[config.mk]
export PLATFORM = sky130hd
export DESIGN_NAME = serial_adder
export DESIGN_NICKNAME = d
export VERILOG_FILES = /design/src/rtl/serial_adder_pkg.sv /design/src/rtl/full_adder.sv /design/src/rtl/serial_adder.sv
export SDC_FILE = /design/constraint.sdc
export NUM_CORES = 1
export LEC_CHECK = 0
export CAP_MARGIN = 5
export CELL_PAD_IN_SITES_DETAIL_PLACEMENT = 1
export CELL_PAD_IN_SITES_GLOBAL_PLACEMENT = 1
export CORE_UTILIZATION = 39
export CTS_CLUSTER_DIAMETER = 100
export DETAILED_ROUTE_END_ITERATION = 10
export PLACE_DENSITY = 0.83
export SLEW_MARGIN = 10
export SYNTH_ARGS = -nofsm -noshare
export SYNTH_HDL_FRONTEND = slang
export SYNTH_SLANG_ARGS = --single-unit
[constraint.sdc]
create_clock -name clk -period 1.36 [get_ports clk]
set_input_delay 0.204 -clock clk [delete_from_list [all_inputs] [get_ports clk]]
set_output_delay 0.204 -clock clk [all_outputs]
set_load 0.03 [all_outputs]
[src/rtl/serial_adder_pkg.sv]
// -----------------------------------------------------------------------------
// serial_adder_pkg
//   Shared definitions for the bit-serial adder: FSM state encoding and a
//   helper that sizes the bit counter from the operand width.
// -----------------------------------------------------------------------------
package serial_adder_pkg;

  typedef enum logic [1:0] {
    ST_IDLE  = 2'd0,  // waiting for an operand set
    ST_SHIFT = 2'd1,  // adding one bit per cycle, LSB first
    ST_DONE  = 2'd2   // result presented until the consumer takes it
  } state_e;

  // One spare bit above clog2 so the counter can never wrap while it counts
  // up to WIDTH-1.
  function automatic int cnt_bits(input int width);
    return $clog2(width) + 1;
  endfunction

endpackage

[src/rtl/full_adder.sv]
// -----------------------------------------------------------------------------
// full_adder
//   Single-bit full adder; the only arithmetic in the serial adder.
//   Ports: a, b, c_in  - addend bits and carry in
//          s, c_out    - sum bit and carry out
// -----------------------------------------------------------------------------
module full_adder (
  input  logic a,
  input  logic b,
  input  logic c_in,
  output logic s,
  output logic c_out
);

  logic half_sum;

  assign half_sum = a ^ b;
  assign s        = half_sum ^ c_in;
  assign c_out    = (a & b) | (c_in & half_sum);

endmodule

[src/rtl/serial_adder.sv]
// -----------------------------------------------------------------------------
// serial_adder
//   Bit-serial adder with valid/ready handshakes on both sides. An accepted
//   operand set is added LSB first, one bit per clock, through a single
//   full_adder; the result is held in DONE until the consumer accepts it.
//   Latency from accept edge to out_valid is WIDTH edges; throughput is one
//   operation per WIDTH+2 cycles.
//
//   Ports:
//     clk, rst            - clock, asynchronous active-high reset
//     in_valid / in_ready - operand handshake (ready only in IDLE)
//     a, b, c_in          - operands and carry in
//     out_valid/out_ready - result handshake (valid only in DONE)
//     s, c_out            - sum and carry out
//     busy                - high while bits are being added (SHIFT)
// -----------------------------------------------------------------------------
module serial_adder
  import serial_adder_pkg::*;
#(
  parameter int WIDTH = 8
) (
  input  logic             clk,
  input  logic             rst,
  input  logic             in_valid,
  output logic             in_ready,
  input  logic [WIDTH-1:0] a,
  input  logic [WIDTH-1:0] b,
  input  logic             c_in,
  output logic             out_valid,
  input  logic             out_ready,
  output logic [WIDTH-1:0] s,
  output logic             c_out,
  output logic             busy
);

  localparam int CNT_W = cnt_bits(WIDTH);

  state_e             state_q, state_d;
  logic [WIDTH-1:0]   a_q, a_d;
  logic [WIDTH-1:0]   b_q, b_d;
  logic [WIDTH-1:0]   s_q, s_d;
  logic               carry_q, carry_d;
  logic [CNT_W-1:0]   cnt_q, cnt_d;

  logic               fa_sum;
  logic               fa_carry;
  logic               last_bit;

  // Operands shift right, so bit 0 of each register is always the bit
  // currently being added.
  full_adder u_full_adder (
    .a     (a_q[0]),
    .b     (b_q[0]),
    .c_in  (carry_q),
    .s     (fa_sum),
    .c_out (fa_carry)
  );

  assign last_bit = (cnt_q == CNT_W'(WIDTH - 1));

  // ---------------------------------------------------------------------------
  // State register
  // ---------------------------------------------------------------------------
  // NOTE: sequential state uses non-blocking assignments so every register
  // samples the pre-edge values, independent of statement order.
  always_ff @(posedge clk or posedge rst) begin
    if (rst) state_q <= ST_IDLE;
    else     state_q <= state_d;
  end

  // ---------------------------------------------------------------------------
  // Next-state logic
  // ---------------------------------------------------------------------------
  // NOTE: the default assignment at the top of every combinational block is
  // what keeps each path assigned and prevents latch inference.
  always_comb begin
    state_d = state_q;
    unique case (state_q)
      ST_IDLE:  if (in_valid)  state_d = ST_SHIFT;
      ST_SHIFT: if (last_bit)  state_d = ST_DONE;
      ST_DONE:  if (out_ready) state_d = ST_IDLE;
      default:                 state_d = ST_IDLE;
    endcase
  end

  // ---------------------------------------------------------------------------
  // Output logic (Moore)
  // ---------------------------------------------------------------------------
  always_comb begin
    in_ready  = (state_q == ST_IDLE);
    out_valid = (state_q == ST_DONE);
    busy      = (state_q == ST_SHIFT);
  end

  assign s     = s_q;
  assign c_out = carry_q;

  // ---------------------------------------------------------------------------
  // Datapath next state
  // ---------------------------------------------------------------------------
  always_comb begin
    a_d     = a_q;
    b_d     = b_q;
    s_d     = s_q;
    carry_d = carry_q;
    cnt_d   = cnt_q;
    unique case (state_q)
      ST_IDLE: begin
        if (in_valid) begin
          a_d     = a;
          b_d     = b;
          carry_d = c_in;
          cnt_d   = '0;
        end
      end
      ST_SHIFT: begin
        a_d     = a_q >> 1;
        b_d     = b_q >> 1;
        // New sum bit enters at the MSB; after WIDTH shifts the first bit
        // computed has reached bit 0. Written with shifts so WIDTH=1 works.
        s_d     = (s_q >> 1) | (WIDTH'(fa_sum) << (WIDTH - 1));
        carry_d = fa_carry;
        cnt_d   = cnt_q + CNT_W'(1);
      end
      default: ;  // DONE holds everything so s and c_out stay stable
    endcase
  end

  // ---------------------------------------------------------------------------
  // Datapath registers
  // ---------------------------------------------------------------------------
  // NOTE: these are plain flops, not a memory, so clearing them on reset is
  // cheap and makes s/c_out read zero straight out of reset.
  always_ff @(posedge clk or posedge rst) begin
    if (rst) begin
      a_q     <= '0;
      b_q     <= '0;
      s_q     <= '0;
      carry_q <= 1'b0;
      cnt_q   <= '0;
    end else begin
      a_q     <= a_d;
      b_q     <= b_d;
      s_q     <= s_d;
      carry_q <= carry_d;
      cnt_q   <= cnt_d;
    end
  end

endmodule

== After elaboration in Yosys (flattened, before gate mapping) ==
Cells that the tools add are included.
Storage, ports and cells
  bits of input ports: 21
  output and inout port bits: 12
  word-level logic and storage cells: 35
  register bits after elaboration: 31
Operators by class
  add/subtract/negate cells: 1
  eq/ne operators: 6
  reductions and logical operators: 4
  multiplexer cells: 12
  bitwise gates (word level): 6
Operators by type and width (count)
  8-bit case mux with 2 select lines: 2
  8-bit two-way mux: 2
  7-bit by 8-bit OR with 8-bit output: 1
  4-bit case mux with 2 select lines: 1
  2-bit two-way mux: 3
  2-bit case mux with 3 select lines: 1
  4-bit by 1-bit adder with 4-bit output, second input constant: 1
  4-bit by 3-bit == test with 1-bit output, second input constant: 1
  4-bit two-way mux: 1
  2-bit by 1-bit inequality test with 1-bit output, second input constant: 2
  3-bit AND reduction: 1
  1-bit bitwise AND: 2
  2-bit by 1-bit == test with 1-bit output, second input constant: 1
  2-bit == test, second input constant: 1
  2-bit zero test: 1
  2-bit inequality test, second input constant: 1
  1-bit case mux with 2 select lines: 1
  2-bit AND reduction: 1
  2-bit nonzero test: 1
  1-bit XOR: 2
  1-bit two-way mux: 1
  1-bit OR: 1

== Longest topological paths before layout ==
Gate-level depths: netlist of run 1.
  depth after elaboration: 4
  depth in mapped cells: 5
  depth with buffers taken out: 4

== By module ==
From an unflattened synthesis of run 1, not the netlist that was laid out.
Second synthesis, totals
  cell total of the unflattened synthesis: 157
  area, all modules: 1535.2 µm²
By module, submodules not included
  serial_adder: seq. area each 775.7 µm², cells each 156, area each 1515.2 µm², instances 1
  full_adder: seq. area each 0.0 µm², cells each 1, area each 20.0 µm², instances 1

== Worst setup path before layout of run 1 ==
OpenSTA, ideal clock, no wires.
  path type: register -> register
  start point: register carry_q, in the netlist c_out
  end point: register carry_q, in the netlist c_out
  path buffers: 0
  data required time: 1.235 ns
  setup slack: 0.030 ns
  library setup time: 0.125 ns
  arrival time: 1.205 ns
  period minus slack after synthesis: 1.330 ns
  stages on the path, launching flop included: 4
  cell sequence: dfrtp_1 > fa_1 > a22oi_2 > o21ai_2
Between the ends
  word-level cells in the longest chain between the ends: 3
RTL lines
  start: declaration: RTL line serial_adder.sv:42  | logic carry_q, carry_d;
  start signal: assignment: RTL line serial_adder.sv:145  | carry_q <= carry_d;
  1-bit bitwise AND: RTL line full_adder.sv:19  | assign c_out = (a & b) | (c_in & half_sum);
  1-bit OR: RTL line full_adder.sv:19
  1-bit case mux with 2 select lines: RTL line serial_adder.sv:107  | unique case (state_q)
No other way between the ends.
A chain may end at the register's enable or synchronous reset.

== Worst setup path after layout of run 1 ==
  start point: register state_q[0]
  end point: output port out_valid
Between the ends
  word-level cells in the longest chain between the ends: 1
RTL lines
  start: declaration: RTL line serial_adder.sv:38  | state_e state_q, state_d;
  start signal: assignment: RTL line serial_adder.sv:68  | else state_q <= state_d;
  2-bit == test: RTL line serial_adder.sv:91  | out_valid = (state_q == ST_DONE);
  end: declaration: RTL line serial_adder.sv:29  | output logic out_valid,
No other way between the ends.

==> metrics list, run 1 <==
- Run status: completed
- Maximum number of pins on one net before global-route repair: 32
- The count of buffers added on input and output ports is 32.
* Cell variety after synth: 27
* Final net count: 214
- The die is 65.4 microns tall.
* Final Slew Violations: 0
- DR WL/cell: 15.9 microns
- The critical path starts at state_q[0].
- Dividing the final minimum period by the clock period gives 0.977.
- In this run the power density over the cells is 2190 nW/um^2.
- For this run, the detailed router's first-pass iteration total came to 4.
- At the end of routability-driven placement, the weighted congestion stood at 0.730.
- DRC Markers: 0
- Non-Filler Instances: 240
* Per-cell via count in the routed design: 5.20
- Core Footprint: 3770 sq um
* Number of sinks driven by the clock tree: 31
- CP Max Fanout: 4
- Net count of the mapped netlist: 168
- In the synthesized netlist the async set-or-reset flop fraction comes to 1.00.
- CTS clk-pin slew, worst paths: 60 ps
- Met1 routed wirelength after detailed routing: 1570 microns
- Average size of a mapped cell: 10.8 sq um
* Warnings, synthesis: 0
* Post-DP HPWL: 2720 microns
- In this run the top signal layer used is met4.
* Maximum vdd drop: 0.995 mV
- Share of cells above drive strength 1: 0.307
- TritonCTS built the clock tree.
- Top cell type's share of synthesized area: 0.494
* Worst-Skew Late Latency: 290 ps
- Register-to-register setup slack: 80 ps
- CTS buffer count: 5
* Cell depth of the worst flop-to-flop path: 5
- Row count: 22
* Worst reg2reg endpoint: b_q[7]
- Detailed routing placed a total of 143 microns of wire on met3.
* Setup-violating endpoint count in the final report: 0
* Worst min path class: in2async
- H-tree depth: 2
- For this run, the share of the core covered by cells in the final layout is 0.561.
* Crit path time final: 1330 ps
- In this run the tightest slew margin relative to its limit is 0.800.
- Wirelength, routed: 3810 microns
* Total global-route track usage: 0.208
* Worst setup path endpoint: out_valid
* Effective utilization at floorplan: 0.416
- Counting buffers and inverters, the worst setup path is 2 cells deep.
* Kind of launch point of the worst setup path: register
- Crit Path Class: reg2out
- Remaining Overflow, GRT: 0
* Synthesized flop and latch total: 31
- The routed design uses 2000 microns of met2 wire.
- The final hold violation count is 0.
- For the worst setup path, the data arrival time is 1130 ps.
* Vias in the first global route: 1,299
- The detail route stage leaves a number of antenna-violating nets equal to 0.
* Setup repair after global routing missed its margin: true
* Post-synthesis instance area: 1570 sq um
- The synthesized design contains 0 enable-type register cells.
- In this run the deepest clock path goes through 2 buffers.
* Via total after detailed routing: 1,249
* Worst clock skew on the final layout: 2.68 ps
- Synthesis produced 145 cells.
- Root cell of the clock tree: sky130_fd_sc_hd__clkbuf_8
- Largest area contributor in the synthesized netlist: sky130_fd_sc_hd__dfrtp_1
- Crit. End Element: primary output
- The number of buffers and inverters on the critical path is 1.
- Maxcap violations: 0
- The die covers 4280 sq um.
* Synthesis-to-layout area growth: 34.8%
- Die span in x: 65.4 microns
* Antenna cell count: 0
- Highest Clock Rate: 752 MHz
* Cell types occupying the most area after synthesis: sky130_fd_sc_hd__dfrtp_1 (49%), sky130_fd_sc_hd__nand2_1 (9.3%), sky130_fd_sc_hd__a22oi_2 (8.8%)
- Total design power: 0.00463 W
- Largest delay share family, worst path: flip-flops
- Source of the worst register-to-register timing path: state_q[1]
- Of the synthesized area, sequential elements account for 0.494.
* Reported leakage power: 0.972 nW
- Top-level I/O count: 33
* Worst path required time: 1160 ps
* Tightest Pin Transition: 299 ps
- Crit path largest cell delay: 460 ps
- The first global-routing pass estimated 6360 microns of wire.
- The critical path goes through and2b_1, buf_6.
- The number of antenna violations at the first check in global routing came to 0.
- On the critical path, the stage with the largest delay is an instance of sky130_fd_sc_hd__dfrtp_2.
- The first routing iteration left 66 violations.
- Counting tap cells, the placed design contains a total of 229 instances.
* Dominant synthesized flop cell: sky130_fd_sc_hd__dfrtp_1
- Setup TNS: 0 ps
worst min-delay path by stage:
| stage | cells past startpoint | to | slack [ps] |
|---|---|---|---|
| 2_1_floorplan | 1 | a_q[0] | 310 |
| 3_3_place_gp | 2 | s[0] | 460 |
| 3_5_place_dp | 2 | s[0] | 470 |
| 4_1_cts | 3 | s[5] | 270 |
| 5_1_grt | 3 | cnt_q[1] | 290 |
| 6_report | 3 | b_q[2] | 260 |
cell type report:
type | instances | area, sq um
clock buffers | 7 | 76.3
multi-input cells | 101 | 697
well taps | 48 | 60.1
flip-flops and latches | 31 | 778
fillers | 422 | 1660
inverters | 5 | 31.3
clock inverters | 1 | 5.00
repair buffers | 47 | 467
cell usage in the layout (no fill, tap or decap):
master and n:
sky130_fd_sc_hd__buf_4 11, sky130_fd_sc_hd__nand3_1 1, sky130_fd_sc_hd__nand2b_4 1, sky130_fd_sc_hd__a22oi_2 11, sky130_fd_sc_hd__nand2_1 39, sky130_fd_sc_hd__clkinv_2 1
sky130_fd_sc_hd__nor2_4 1, sky130_fd_sc_hd__clkbuf_8 5, sky130_fd_sc_hd__o21ai_1 1, sky130_fd_sc_hd__dlygate4sd2_1 9, sky130_fd_sc_hd__clkinv_8 1, sky130_fd_sc_hd__nor2b_2 1
sky130_fd_sc_hd__ha_1 1, sky130_fd_sc_hd__a32o_1 1, sky130_fd_sc_hd__o21ai_0 7, sky130_fd_sc_hd__fa_1 1, sky130_fd_sc_hd__inv_1 4, sky130_fd_sc_hd__nor2_1 1
sky130_fd_sc_hd__clkbuf_1 2, sky130_fd_sc_hd__o21ai_2 10, sky130_fd_sc_hd__a22o_1 2, sky130_fd_sc_hd__nor3b_1 1, sky130_fd_sc_hd__and2b_2 5, sky130_fd_sc_hd__o31ai_2 1
sky130_fd_sc_hd__dfrtp_1 29, sky130_fd_sc_hd__and2_1 1, sky130_fd_sc_hd__dfrtp_2 2, sky130_fd_sc_hd__a22oi_1 5, sky130_fd_sc_hd__and2b_1 1, sky130_fd_sc_hd__a21oi_1 7
sky130_fd_sc_hd__clkdlybuf4s50_1 20, sky130_fd_sc_hd__buf_12 3, sky130_fd_sc_hd__o21bai_4 1, sky130_fd_sc_hd__buf_6 4, sky130_fd_sc_hd__nor2b_4 1
cells in the mapped netlist, types with 2 or more instances:
library cell	n
sky130_fd_sc_hd__nand2_1	39
sky130_fd_sc_hd__dfrtp_1	31
sky130_fd_sc_hd__a22oi_2	11
sky130_fd_sc_hd__o21ai_2	10
sky130_fd_sc_hd__o21ai_0	8
sky130_fd_sc_hd__a21oi_1	7
sky130_fd_sc_hd__a22oi_1	5
sky130_fd_sc_hd__and2b_2	5
sky130_fd_sc_hd__buf_6	5
sky130_fd_sc_hd__inv_1	4
sky130_fd_sc_hd__a22o_1	2
sky130_fd_sc_hd__clkbuf_8	2
sky130_fd_sc_hd__nor2_1	2
power breakdown:
part	switching, W	leakage [nW]	internal (W)
registers	0.000325	0.400	0.00130
logic	0.00131	0.529	0.00101
clock network	0.000331	0.0422	0.000358
total	0.00197	0.972	0.00267
tightest hold or removal path, delay by kind of cell:
kind / cells / cell delay (ps)
buf+inv: 3 / 690
cell families (layout without fill, tap and decap cells):
kind of cell	after synthesis	count (layout)	synth area share
DFF	31	31	0.494
AOI/OAI and AO/OA	46	46	0.253
buffers and inverters	13	60	0.0694
adders and majority gates	2	2	0.0207
and+or+nand+nor	53	53	0.163
routing by layer:
| metal | track usage | vias up |
|---|---|---|
| met4 | 0.114 | 0 |
| met1 | 0.232 | 614 |
| met3 | 0.0434 | 11 |
| met5 | 0 | - |
| li1 | - | 589 |
| met2 | 0.365 | 35 |
state kept, by name, summed over array words and instances (netlist names):
| name | count |
|---|---|
| a_q | 8 |
| b_q | 8 |
| c_out | 1 |
| cnt_q | 4 |
| s | 8 |
| state_q | 2 |
timing repair:
| action | 4_1_cts | 5_1_grt |
|---|---|---|
| hold buffers | 0 | 0 |
| setup buffers | 2 | 1 |
| endpoints found under the setup margin | 14 | 5 |
| pin swaps | 0 | 1 |
| resized for setup | 17 | 5 |
stage by stage:
stage / instance area, sq um / hold WS (ps) / setup slack (ps)
finish: 2110 / 258 / 30.7
global route: 2110 / 291 / -3.01
CTS: 2090 / 269 / 4.39
detailed placement: 1980 / 470 / -115
global placement: 1980 / 462 / -26.6
floorplan: 1570 / 308 / 30.0
Power figures use the tool's default switching activity.
==> inputs of run 2 (changes only) <==
Settings changed: SLEW_MARGIN 10 to 30.
==> results of run 2 <==
Same layout as run 1: the final DEF is identical, and so are final timing and power.
==> inputs of run 3 (changes only) <==
Settings changed: GPL_TIMING_DRIVEN set to 0.
==> run 3 against run 2 <==
  * The flow now finishes with violations (setup timing)
  * Clock power increased by 15%
  * Sequential power hardly changed
  * Routed wire length increased by 4.7%
  * Clock skew fell by 0.81 ps
  * Critical path depth grew 2
  * Cell count grew 2.5%
  * Worst hold slack better by 76 ps
  * Register-to-register slack lost 50 ps
  * Global-route usage down 0.77 points
  * Maximum frequency shrank 9.3%
  * Total power up 9.5%
  * Die area stayed put
  * Critical path type unchanged
==> metrics list, run 3 (synthesis gave the netlist of run 1 again) <==
- The final reports fail on setup timing.
* Clock power frac: 0.156 (+0.007)
* Core Footprint: 3770 sq um (unchanged)
* Post-route cell area: 2210 sq um (+4.3%)
* Effective utilization at floorplan: 0.416 (unchanged)
- Worst clock skew on the final layout: 1.86 ps (-0.813 ps)
- The overall track demand over capacity in global routing was 0.200 (-0.00773).
- The weighted congestion reported at the end of routability-driven placement was 0.723 (-0.90%).
- The depth of the worst register-to-register path came to 6 (+1).
* CTS clk-pin slew, worst paths: 60 ps (about the same)
- The total via count after detailed routing came to 1,258 (+0.72%).
- CTS hold repair buffers: 0 (unchanged)
- Setup repair after global routing missed its margin: true
- Vias in the first global route: 1,344 (+3.5%)
- The critical path is of the reg2out type.
- The wire length reported by the detailed router came to 3990 microns (+4.7%).
- The number of buffers between clock root and the deepest sink was 2 (unchanged).
- Smallest setup slack after layout: -105 ps (-136 ps)
- Net switching power: 0.00204 W (+4.0%)
- The proportion of total power due to net switching was 0.403 (-0.0211).
- The final count of pins violating max slew came to 0 (unchanged).
- Worst path required time: 1160 ps (about the same)
- Iteration-0 DRC count of the detailed router: 34 (-48%)
- Total design power: 0.00507 W (+9.5%)
- TritonCTS built the clock tree.
* Setup-violating endpoint count in the final report: 2 (+2)
- The area enclosed by the die boundary was 4280 sq um (unchanged).
- First-pass GRT wire length: 6270 microns (-1.5%)
* Worst slew slack as a fraction of its limit: 0.566 (-0.234)
* CP Max Fanout: 3 (-1)
- The power density normalized to cell area came to 2300 nW/um^2 (+4.9%).
- The filler cell count is 399 (-5.5%).
- The share of power burned in combinational logic was 0.528 (+0.027).
* Antenna cell count: 0 (unchanged)
- The measured slew at the worst slew-check pin was 650 ps (+351 ps).
* Sequential share of power: 0.316 (-0.034)
* Reported leakage power: 1.02 nW (+5.0%)
* DRC Markers: 0 (unchanged)
* Crit share post-route: 1.08 (+0.100)
- In this run the worst hold path is classified as in2async.
- Post-DP HPWL: 2520 microns (-7.3%)
- The largest voltage drop on the vdd net came to 0.841 mV (-15%).
- The layout net count was 220 (+2.8%).
- Per-cell via count in the routed design: 5.11 (-1.7%)
* Top-level I/O count: 33 (unchanged)
- Remaining Overflow, GRT: 0 (unchanged)
- The tree is rooted in a sky130_fd_sc_hd__clkbuf_8.
- Die span in x: 65.4 microns (unchanged)
- The sum of negative setup slack is -158 ps (-158 ps).
* Remaining antenna violation count: 0 (unchanged)
- Worst EP arrival: 1260 ps (+130 ps)
* Share of cells above drive strength 1: 0.343 (+0.0361)
* Crit path time final: 1470 ps (+136 ps)
* Number of hold-slack violations in the final timing report: 0 (unchanged)
- The placed instance area was 1950 sq um (-1.6%).
- The number of antenna violations at the first check in global routing was 0 (unchanged).
- Highest Clock Rate: 682 MHz (-9.3%)
* H-tree depth: 2 (unchanged)
- The internal power summed over all cells came to 0.00303 W (+13%).
- Maxcap violations: 0 (unchanged)
* Run status: complete, but fails checks
- STA classifies the critical path startpoint as a register.
- Row count: 22 (unchanged)
- Commonest cells after routing, fill and taps aside: sky130_fd_sc_hd__nand2_1 (38), sky130_fd_sc_hd__dfrtp_1 (30), sky130_fd_sc_hd__clkdlybuf4s50_1 (20), sky130_fd_sc_hd__a22oi_2 (11)
* Maximum number of pins on one net before global-route repair: 32 (unchanged)
* Worst-Skew Late Latency: 280 ps (about the same)
* DR WL/cell: 16.2 microns (+2.2%)
- Leaving out fill and tap cells, the most frequent cell in the layout is sky130_fd_sc_hd__nand2_1.
- The first-pass iteration count of the detailed router came to 4 (unchanged).
- The area growth from synthesis to layout is 40.6%.
- The TritonCTS buffer count came to 5 (unchanged).
- The clock net sink count came to 31 (unchanged).
- Final hold slack: 334 ps (+76.0 ps)
- The worst setup path is captured at a primary output.
* Die Ht: 65.4 microns (unchanged)
- Number of port buffers: 32 (unchanged)
-- run 3: changes by cell type in the layout (fill, tap and decap cells not counted), moves of 3 or more --
cell | previous run | this run
sky130_fd_sc_hd__buf_12 | 3 | 0
sky130_fd_sc_hd__buf_8 | 0 | 3
sky130_fd_sc_hd__o21ai_1 | 1 | 5
sky130_fd_sc_hd__buf_6 | 4 | 10
sky130_fd_sc_hd__o21ai_0 | 7 | 3
-- run 3: timing repair --
action / 4_1_cts / 5_1_grt
setup endpoints to repair: 12 / 19
setup buffers: 5 / 6
resized for setup: 36 / 13
gates cloned: 0 / 2
pin swaps: 0 / 2
endpoints found under the hold margin: 0 / 0
-- run 3: area by class of cell --
class,count,area (sq um),area share
flip-flops and latches,31,777,0.352
multi-input cells,102,716,0.324
repair buffers,44,428,0.194
plain buffers,8,101,0.0459
clock buffers,8,100,0.0454
well taps,48,60.1,0.0272
inverters,5,23.8,0.0108
-- run 3: final timing paths --
kind	slack, ps	from	endpoint
min in group clk	480	s[3]	s[2]
max in group asynchronous	570	rst	state_q[0]
max	-110	state_q[1]	out_valid
max reg2reg	30	state_q[1]	b_q[4]
min reg2reg	480	s[3]	s[2]
min	330	rst	s[7]
-- run 3: stage by stage --
step | utilization | std cells | setup WS [ps]
floorplan | - | 145 | 30.0
global placement | 0.517 | 225 | -376
detailed placement | 0.517 | 225 | -422
CTS | 0.556 | 238 | -103
global route | 0.585 | 246 | -139
finish | 0.585 | 246 | -105
-- run 3: power groups by stage --
stage	combinational, W	clock (W)	sequential, W
2_1_floorplan	0.00138	0	0.00177
3_3_place_gp	0.00215	0	0.00159
3_5_place_dp	0.00226	0	0.00162
4_1_cts	0.00233	0.000811	0.00159
5_1_grt	0.00291	0.000864	0.00166
6_report	0.00268	0.000791	0.00160
-- run 3: routing by layer --
layer	vias to the layer above	track usage	share of wire
met5	-	0	0
met4	0	0.0842	0.016
met3	8	0.0573	0.044
met2	31	0.348	0.52
met1	616	0.227	0.42
li1	603	-	-
-- run 3: critical path, cell delays in order, from the launching register on --
cell and delay, ps:
sky130_fd_sc_hd__dfrtp_1 410, sky130_fd_sc_hd__buf_6 140, sky130_fd_sc_hd__buf_8 110, sky130_fd_sc_hd__and2b_1 170, sky130_fd_sc_hd__buf_6 140
